==> config.mk <==
export PLATFORM = sky130hd
export DESIGN_NAME = leaf_stream_fifo
export DESIGN_NICKNAME = d
export VERILOG_FILES = /design/src/rtl/leaf_stream_fifo.sv
export SDC_FILE = /design/constraint.sdc
export NUM_CORES = 1
export LEC_CHECK = 0
export BUFFER_PORTS_ARGS = -buffer_cell sky130_fd_sc_hd__clkbuf_2
export CAP_MARGIN = 20
export CORE_UTILIZATION = 55
export DETAILED_ROUTE_END_ITERATION = 8
export PLACE_DENSITY = 0.77
export SYNTH_ARGS = -nofsm -noshare
export SYNTH_HDL_FRONTEND = slang
export SYNTH_SLANG_ARGS = --single-unit
==> constraint.sdc <==
create_clock -name clk -period 2.65 [get_ports clk]
set_input_delay 0.1325 -clock clk [delete_from_list [all_inputs] [get_ports clk]]
set_output_delay 0.1325 -clock clk [all_outputs]
set_load 0.01 [all_outputs]
==> src/rtl/leaf_stream_fifo.sv <==
// Leaf-level synchronous stream FIFO: valid/ready on both sides, first-word
// fall-through read port, occupancy count, power-of-two depth.
module leaf_stream_fifo #(
  parameter  int DATA_W = 8,
  parameter  int DEPTH  = 4,
  localparam int CNT_W  = $clog2(DEPTH + 1)
) (
  input  logic              clk,
  input  logic              rst,
  input  logic              in_valid,
  output logic              in_ready,
  input  logic [DATA_W-1:0] in_data,
  output logic              out_valid,
  input  logic              out_ready,
  output logic [DATA_W-1:0] out_data,
  output logic [CNT_W-1:0]  count
);

  localparam int PTR_W = $clog2(DEPTH);
  localparam logic [CNT_W-1:0] FULL_CNT = CNT_W'(DEPTH);

  logic [DATA_W-1:0] mem [DEPTH];
  logic [PTR_W-1:0]  wr_ptr;
  logic [PTR_W-1:0]  rd_ptr;
  logic              push;
  logic              pop;

  // Handshake flags depend on registered occupancy only, so in_ready never
  // combinationally follows out_ready.
  always_comb begin
    in_ready  = (count != FULL_CNT);
    out_valid = (count != '0);
    push      = in_valid & in_ready;
    pop       = out_valid & out_ready;
  end

  // NOTE: every sequential process uses non-blocking assignments so all
  // registers sample the same pre-edge values regardless of process order.
  always_ff @(posedge clk) begin
    if (rst) begin
      wr_ptr <= '0;
      rd_ptr <= '0;
      count  <= '0;
    end else begin
      // DEPTH is a power of two, so the natural PTR_W-bit overflow is the wrap.
      if (push) wr_ptr <= wr_ptr + PTR_W'(1);
      if (pop)  rd_ptr <= rd_ptr + PTR_W'(1);
      unique case ({push, pop})
        2'b10:   count <= count + CNT_W'(1);
        2'b01:   count <= count - CNT_W'(1);
        default: count <= count;
      endcase
    end
  end

  // NOTE: the storage array is deliberately not reset; stale entries are
  // unreachable because out_data is gated by out_valid and pointers restart.
  always_ff @(posedge clk) begin
    if (!rst && push) mem[wr_ptr] <= in_data;
  end

  always_comb begin
    out_data = '0;
    if (out_valid) out_data = mem[rd_ptr];
  end

endmodule

## Word-level counts from Yosys, hierarchy flattened

Memories as Yosys holds them, arrays and structs flattened. A register that Yosys moved wholly into a read port is not among the register bits.
Index checks and enable logic that the tools add are counted.

| cells by class | value |
|---|---|
| bitwise operators | 2 |
| $add $sub $neg | 4 |
| equality and inequality tests | 3 |
| reductions and logical operators | 4 |
| muxes and demuxes | 6 |

Operators with widths:

| kind | number |
|---|---|
| two-way mux 8 bit | 1 |
| case mux 3 bit (2 select lines) | 1 |
| adder 2 x 1 -> 2 bit (second input constant) | 2 |
| two-way mux 2 bit | 2 |
| adder 3 x 1 -> 3 bit (second input constant) | 1 |
| inequality test 3 bit (second input constant) | 1 |
| nonzero test 3 bit | 1 |
| subtractor 3 x 1 -> 3 bit (second input constant) | 1 |
| bitwise AND 1 bit | 2 |
| equality test 2 x 1 -> 1 bit (second input constant) | 1 |
| equality test 2 bit (second input constant) | 1 |
| two-way mux 1 bit | 2 |
| nonzero test 2 bit | 1 |
| logical AND 1 bit | 1 |
| logical NOT 1 bit | 1 |

| word-level totals | value |
|---|---|
| flip-flop bits (word level) | 7 |
| output and inout port bits | 13 |
| memories kept | 1 |
| RAM bits | 32 |
| input port bits | 12 |
| word-level logic and storage cells | 23 |

Memories:

| name | depth | bits a word | read ports | clocked after Yosys merged registers in | write ports | RTL line | text |
|---|---|---|---|---|---|---|---|
| mem | 4 | 8 | 1 | 1 | 1 | 22 | `logic [DATA_W-1:0] mem [DEPTH];` |

## Longest topological paths before layout

Gate-level depths: netlist of run 1.

| logic depth | value |
|---|---|
| depth after elaboration | 5 |
| depth in mapped cells | 9 |
| mapped depth without buffers | 9 |

## Worst setup path before layout of run 1

No wires, ideal clock.

| timing | value |
|---|---|
| path kind | register to register |
| from | register count[2] |
| to | register count[2] |
| data required time | 2.579 ns |
| stages on the path, launching flop included | 10 |
| period minus slack after synthesis | 2.476 ns |
| path buffers | 0 |
| path slack | 0.174 ns |
| setup time | 0.071 ns |
| arrival time | 2.405 ns |
| path through | dfxtp_1 -> or3b_1 -> and2_4 -> inv_1 -> ha_1 -> inv_1 -> fa_1 -> xor2_1 -> or3_2 -> a21oi_1 |

| on the way | value |
|---|---|
| word-level cells in the longest chain between the ends | 4 |
| elaborated cells on any way between the ends | 10 |
| those cells by class | add/sub (2); eq/ne (3); mux (1); bitwise (2); reduce/logical (2) |

Ends and longest elaborated chain:

| item | RTL line | text |
|---|---|---|
| from (decl) | 16 | `output logic [CNT_W-1:0] count` |
| from (signal assigned) | 49 | `2'b10: count <= count + CNT_W'(1);` |
| from (signal assigned) | 50 | `2'b01: count <= count - CNT_W'(1);` |
| from (signal assigned) | 51 | `default: count <= count;` |
| inequality test 3 bit (*) | 31 | `in_ready = (count != FULL_CNT);` |
| named net in_ready | 11 | `output logic in_ready,` |
| bitwise AND 1 bit (*) | 33 | `push = in_valid & in_ready;` |
| equality test 2 x 1 -> 1 bit / equality test 2 bit (equally long branches) | 48 | `unique case ({push, pop})` |
| case mux 3 bit (2 select lines) / nonzero test 2 bit (equally long branches) | - |  |

Mark *: on every way through the listed nets, which the timed path passes. The rest lies on a longest branch.
A chain may end at the register's enable or synchronous reset.

## Final worst setup path of run 1

| timing | value |
|---|---|
| from | register count[1] |
| to | register count[2] |

| on the way | value |
|---|---|
| word-level cells in the longest chain between the ends | 4 |
| elaborated cells on any way between the ends | 10 |
| those cells by class | add/sub (2); eq/ne (3); mux (1); bitwise (2); reduce/logical (2) |

Ends and longest elaborated chain:

| item | RTL line |
|---|---|
| inequality test 3 bit / nonzero test 3 bit (equally long branches) | 31, 32 |
| bitwise AND 1 bit, on equally long branches | 33, 34 |
| equality test 2 x 1 -> 1 bit / equality test 2 bit (equally long branches) | 48 |
| case mux 3 bit (2 select lines) / nonzero test 2 bit (equally long branches) | - |

Parallel ways exist; a longest one is shown, timed or not.

==> results of run 1 <==
[state kept, by name, summed over array words and instances, names as in the netlist, named ones only]
register and flops:
rd_ptr 2, wr_ptr 2, count 3, mem 32
[through the flow]
stage / instance area [sq um] / instances / util (%)
6_report: 2040 / 179 / 72.1
5_1_grt: 2040 / 179 / 72.1
3_3_place_gp: 1890 / 163 / 66.7
3_5_place_dp: 1890 / 163 / 66.7
4_1_cts: 2030 / 178 / 71.7
2_1_floorplan: 1690 / 105 / -
[cell usage after synthesis]
cell | number | share of area (%)
edfxtp_1 | 32 | 57
dfxtp_1 | 9 | 11
inv_1 | 8 | 1.8
mux4_2 | 8 | 11
nor2b_1 | 8 | 3.0
nor2_1 | 7 | 1.6
ha_1 | 5 | 3.7
nor3b_1 | 4 | 1.8
a21oi_1 | 3 | 0.89
clkbuf_1 | 3 | 0.67
xor2_1 | 3 | 1.6
nand2b_1 | 2 | 0.74
o21ai_0 | 2 | 0.59
and2_4 | 1 | 0.52
buf_2 | 1 | 0.30
fa_1 | 1 | 1.2
mux2_4 | 1 | 0.89
mux2i_1 | 1 | 0.59
nand2_1 | 1 | 0.22
nor3_1 | 1 | 0.30
o31ai_1 | 1 | 0.44
or3_1 | 1 | 0.37
or3_2 | 1 | 0.44
or3b_1 | 1 | 0.52
[placed cells by master (no fill, tap or decap), types with 2 or more instances in the layout]
| cell | Yosys | routed |
|---|---|---|
| mux4_2 | 8 | 8 |
| inv_1 | 8 | 8 |
| xor2_1 | 3 | 3 |
| a21oi_1 | 3 | 3 |
| clkbuf_2 | 0 | 24 |
| buf_4 | 0 | 7 |
| o21ai_0 | 2 | 2 |
| nand2b_1 | 2 | 2 |
| nor2b_1 | 8 | 8 |
| ha_1 | 5 | 5 |
| dfxtp_1 | 9 | 9 |
| nor2_1 | 7 | 7 |
| nor3b_1 | 4 | 4 |
| clkbuf_4 | 0 | 5 |
| dlygate4sd3_1 | 0 | 8 |
| edfxtp_1 | 32 | 32 |
[power by group]
group	leakage [nW]	switching [mW]	internal [mW]
combinational	0.370	0.302	0.312
clock	0.0404	0.188	0.160
sequential	0.364	0.0725	0.762
[layer usage]
| layer | up-vias | track usage [%] |
|---|---|---|
| li1 | 468 | - |
| met1 | 480 | 20.5 |
| met2 | 34 | 36.5 |
| met3 | 5 | 6.80 |
| met4 | 0 | 7.32 |
| met5 | - | 0 |
[logic make-up (layout without fill, tap and decap cells)]
family | Yosys count | count (layout) | synth area share [%]
buffers and inverters | 12 | 55 | 2.73
DFF | 41 | 41 | 67.4
xor gates and xnor gates | 3 | 3 | 1.55
adders and majority gates | 6 | 6 | 4.88
and+or+nand+nor | 27 | 27 | 9.39
muxes | 10 | 10 | 12.1
AOI/OAI and AO/OA | 6 | 6 | 1.92
[what timing repair did]
item | CTS | global route
resized for setup | 0 | 0
endpoints found under the hold margin | 25 | 3
hold buffers | 7 | 1
[area by class of cell]
| cell class | count | share of cell area [%] |
|---|---|---|
| inverters | 8 | 1.47 |
| multi-input cells | 52 | 24.8 |
| well taps | 31 | 1.90 |
| clock buffers | 7 | 3.25 |
| clock inverters | 1 | 0.245 |
| flip-flops and latches | 41 | 56.0 |
| repair buffers | 39 | 12.4 |
[worst max-delay path by stage]
| stage | to | slack, ns | depth (start not counted) |
|---|---|---|---|
| 2_1_floorplan | count[2] | 0.17 | 9 |
| 3_3_place_gp | count[2] | 0.27 | 9 |
| 3_5_place_dp | count[2] | 0.19 | 9 |
| 4_1_cts | count[2] | 0.16 | 9 |
| 5_1_grt | count[2] | 0.05 | 9 |
| 6_report | count[2] | 0.17 | 9 |
==> results.json, run 1 <==
{
  "routed_wl_um": 2750,
  "drt-initial-drc-count": 34,
  "period_needed_ns": 2.48,
  "fin_total_pwr_mw": 1.80,
  "ant_nets": 0,
  "antenna_found_initial": 0,
  "outcome": "complete, but fails checks",
  "cts_tree": "built",
  "crit_arrival_ns": 2.76,
  "tightest_slew_ns": 0.554,
  "wl_met3_um": 165,
  "cp.buffers_inverters": 2,
  "fin_skew_ns": 0.00982,
  "hold_violations": 0,
  "num_vias": 987,
  "grt_usage_pct": 19.8,
  "ir_drop_mv": 0.665,
  "maxSlewHeadroom_pct": 63.0,
  "htreeDepth": 2,
  "hold_depth": 2,
  "setup_viol": 0,
  "critPathCaptureType": "flop",
  "crit_type": "flop to flop",
  "synthesis.area_sq_um": 1690,
  "reg2regPathDepth": 9,
  "drv_cap": 0,
  "powerDensity_nw_per_um2": 881,
  "r2r_end": "count[2]",
  "met2RoutedLength_um": 1480,
  "root_buffer": "clkbuf_4",
  "r2r_start": "count[1]",
  "startpoint": "count[1]",
  "clkTransAtPathRegs_ns": 0.11,
  "hold_path.class": "primary input to flop",
  "yosysWarnings": 0,
  "ys_types": 24,
  "core_area_sq_um": 2830,
  "syn_avg_cell_area_sq_um": 16.1,
  "cts_buffer_depth": 2,
  "post-place-ws_ns": 0.192,
  "dr.pass1.iters": 8,
  "chipWidth_um": 57.5,
  "multi_input_area_sq_um": 505,
  "setup_slack_ns": 0.172,
  "power.leakage_nw": 0.775,
  "grt_pass1_wl_um": 4480,
  "crit_path_cell_trace": "or3b_1 -> and2_4 -> inv_1 -> ha_1 -> inv_1 -> fa_1 -> xor2_1 -> or3_2 -> a21oi_1",
  "grt-ovfl-total": 0,
  "cpPeakStageDelay_ns": 0.40,
  "chipHeight_um": 57.5,
  "dieArea_sq_um": 3300,
  "whs_ns": 0.125,
  "cts_made_buffers": 5,
  "rows": 19,
  "synth_seq_cells": 41,
  "path_common_cell": "inv_1",
  "vias_per_cell": 5.51,
  "setup_tns_ns": 0,
  "wire_per_inst_um": 15.4,
  "worst_path_max_delay_cell": "or3b_1",
  "place_congestion": 0.709,
  "antennaDiodeCount": 0,
  "insertion_delay_ns": 0.35,
  "rsz0062_at_grt": "no",
  "ioPinCount": 25,
  "clock-sinks": 41,
  "port-buffer-count": 24,
  "violations": "design-rule violations",
  "whs_endpoint": "count[2]",
  "floorplan.initialDensity_pct": 59.8,
  "grt_start_max_net_pins": 15,
  "crit_path_max_fanout": 6,
  "max_freq_mhz": 404,
  "seq_area_sq_um": 1140,
  "fin_crit_sh_pct": 93.5,
  "area_delta_synth_final_pct": 20.5,
  "critPathLaunchType": "flop",
  "slew_violations": 0,
  "seq_area_frac_synth_pct": 67.4,
  "maxUsedRoutingLayer": "met4",
  "ff2ff_setup_slack_ns": 0.17,
  "cp.required_ns": 2.93,
  "drive_gt1_share_pct": 33.1,
  "first_global_vias": 996,
  "synthCells": 105,
  "synth_nets": 123,
  "crit_family": "simple AND/OR/NAND/NOR gates",
  "finalNetCount": 165,
  "drc": 2,
  "fillers": 199,
  "hpwl_um": 1890,
  "wl_met1_um": 1080,
  "min-delay-start": "rst",
  "cts_setup_buffers": 0
}
No activity file was read; power rests on OpenSTA's default activity.
==> run 2: changes to the inputs <==
--- a/config.mk
+++ b/config.mk
@@ -11,3 +11,3 @@
 export DETAILED_ROUTE_END_ITERATION = 8
-export PLACE_DENSITY = 0.77
+export PLACE_DENSITY_LB_ADDON = 0.08
 export SYNTH_ARGS = -nofsm -noshare
==> constraint.sdc (replaced) <==
create_clock -name clk -period 2.65 [get_ports clk]
set_input_delay 0.53 -clock clk [delete_from_list [all_inputs] [get_ports clk]]
set_output_delay 0.53 -clock clk [all_outputs]
set_load 0.01 [all_outputs]
==> run 2 against run 1 <==
  * The run still ends with design-rule violations left
  * Combinational power is 4.4% lower
  * Non-clock buffer count is 10 lower
  * Sequential power is 2% higher
  * Largest power group unchanged
  * Worst setup slack worse by 0.0061 ns
  * Highest routed layer unchanged
  * Die area stayed put
  * Routed wire length is 0.91% higher
  * Final cell count is 5.6% lower
  * Sequential cell count stayed put
  * Clock power is 12% higher
==> results.json, run 2 (synthesized netlist as in run 1, its figures left out) <==
{
  "fin_skew_ns": 0.0157,
  "drt-initial-drc-count": 51,
  "num_vias": 931,
  "grt_start_max_net_pins": 15,
  "port-buffer-count": 24,
  "cts_made_buffers": 5,
  "grt-ovfl-total": 0,
  "floorplan.initialDensity_pct": 59.8,
  "outcome": "complete, but fails checks",
  "cts_buffer_depth": 2,
  "clkTransAtPathRegs_ns": 0.13,
  "setup_slack_ns": 0.166,
  "hpwl_um": 1870,
  "ant_nets": 0,
  "p_clk_share_pct": 21.3,
  "p_seq_share_pct": 46.5,
  "insertion_delay_ns": 0.35,
  "area_delta_synth_final_pct": 15.3,
  "rows": 19,
  "fin_total_pwr_mw": 1.82,
  "pwr-share-comb_pct": 32.1,
  "core_area_sq_um": 2830,
  "top_register": "mem",
  "post-place-ws_ns": 0.162,
  "drc": 1,
  "htreeDepth": 2,
  "hold_violations": 0,
  "crit_type": "flop to flop",
  "chipWidth_um": 57.5,
  "switching_share_pct": 31.3,
  "critPathCaptureType": "flop",
  "dr.pass1.iters": 8,
  "power.leakage_nw": 0.728,
  "wire_per_inst_um": 16.4,
  "first_global_vias": 977,
  "period_needed_ns": 2.48,
  "top_regs": "mem x32, count x3",
  "ir_drop_mv": 0.640,
  "dieArea_sq_um": 3300,
  "vias_per_cell": 5.51,
  "p_int_mw": 1.25,
  "post_cts_resized": 0,
  "switchingPower_mw": 0.571,
  "rsz0062_at_grt": "no",
  "antenna_found_initial": 0,
  "cpPeakStageDelay_ns": 0.41,
  "cts_hold_buf": 0,
  "finalNetCount": 155,
  "chipHeight_um": 57.5,
  "crit_family": "simple AND/OR/NAND/NOR gates",
  "clock-sinks": 41,
  "post-place-cells": 161,
  "setup_tns_ns": 0,
  "crit_path_cell_trace": "or3b_1 -> and2_4 -> inv_2 -> ha_2 -> inv_1 -> fa_1 -> xor2_1 -> or3_2 -> a21oi_1",
  "critPathLaunchType": "flop",
  "drv_cap": 0,
  "cts_setup_buffers": 0,
  "worst_path_max_delay_cell": "or3b_1",
  "antennaDiodeCount": 0,
  "max_freq_mhz": 403,
  "root_buffer": "clkbuf_4",
  "hold_path.class": "primary input to flop",
  "fin_util_pct": 69.0,
  "grt_usage_pct": 19.7,
  "cp.required_ns": 2.92,
  "cts_tree": "built",
  "routed_wl_um": 2780,
  "final_cell_mix": "edfxtp_1, clkbuf_2, mux4_2, nor2b_1, dfxtp_1",
  "largest_reg_flops": 32,
  "violations": "design-rule violations",
  "setup_viol": 0,
  "crit_path_max_fanout": 6,
  "grt_pass1_wl_um": 4550,
  "drive_gt1_share_pct": 35.5,
  "tightest_slew_ns": 0.554,
  "fin_crit_sh_pct": 93.7,
  "fillers": 209,
  "maxSlewHeadroom_pct": 63.0,
  "cp.buffers_inverters": 2,
  "fin_cells": 169,
  "crit_arrival_ns": 2.75,
  "ff2ff_setup_slack_ns": 0.17,
  "slew_violations": 0,
  "final_common_cell": "edfxtp_1",
  "ioPinCount": 25,
  "powerDensity_nw_per_um2": 934,
  "place_congestion": 0.828
}
## run 2: final cells by class
class	count	area, sq um	share of cell area (%)
Clock buffer	6	41.3	2.12
Timing Repair Buffer	29	158	8.08
Clock inverter	2	33.8	1.73
Inverter	8	30.0	1.54
Sequential cell	41	1140	58.5
Multi-Input combinational cell	52	508	26.0
Tap cell	31	38.8	1.99
## run 2: metal layers
metal	wire length (um)	up-vias	GRT usage [%]
li1	-	450	-
met1	1250	458	24.3
met2	1390	18	32.9
met3	97	5	5.90
met4	44	0	7.67
met5	0	-	0
## run 2: worst register-to-register path, stage by stage, from the launching register on
cell and delay, ns:
dfxtp_1 0.38, or3b_1 0.41, and2_4 0.19, inv_2 0.09, ha_2 0.19, inv_1 0.05
fa_1 0.38, xor2_1 0.16, or3_2 0.41, a21oi_1 0.16
## run 2: worst paths after layout
| kind | from | endpoint | cells after the start |
|---|---|---|---|
| worst min-delay path | in_data[1] | mem[1][1] | 1 |
| worst max-delay path | count[0] | count[2] | 9 |
| worst max register to register | count[0] | count[2] | 9 |
| worst min register to register | rd_ptr[1] | rd_ptr[1] | 2 |
## run 2: power groups by stage
stage	logic, mW	clock network [mW]	registers (mW)
after global routing	0.650	0.418	0.864
after global placement	0.574	0	0.856
final	0.586	0.389	0.849
after floorplan	0.413	0	0.822
after detailed placement	0.584	0	0.867
after CTS	0.587	0.395	0.852
## run 2: per-stage QoR
stage | hold WS, ns | cell area [sq um]
finish | 0.391 | 1950
detailed placement | 0.494 | 1870
global route | 0.383 | 1950
CTS | 0.390 | 1950
floorplan | 0.459 | 1690
global placement | 0.480 | 1870
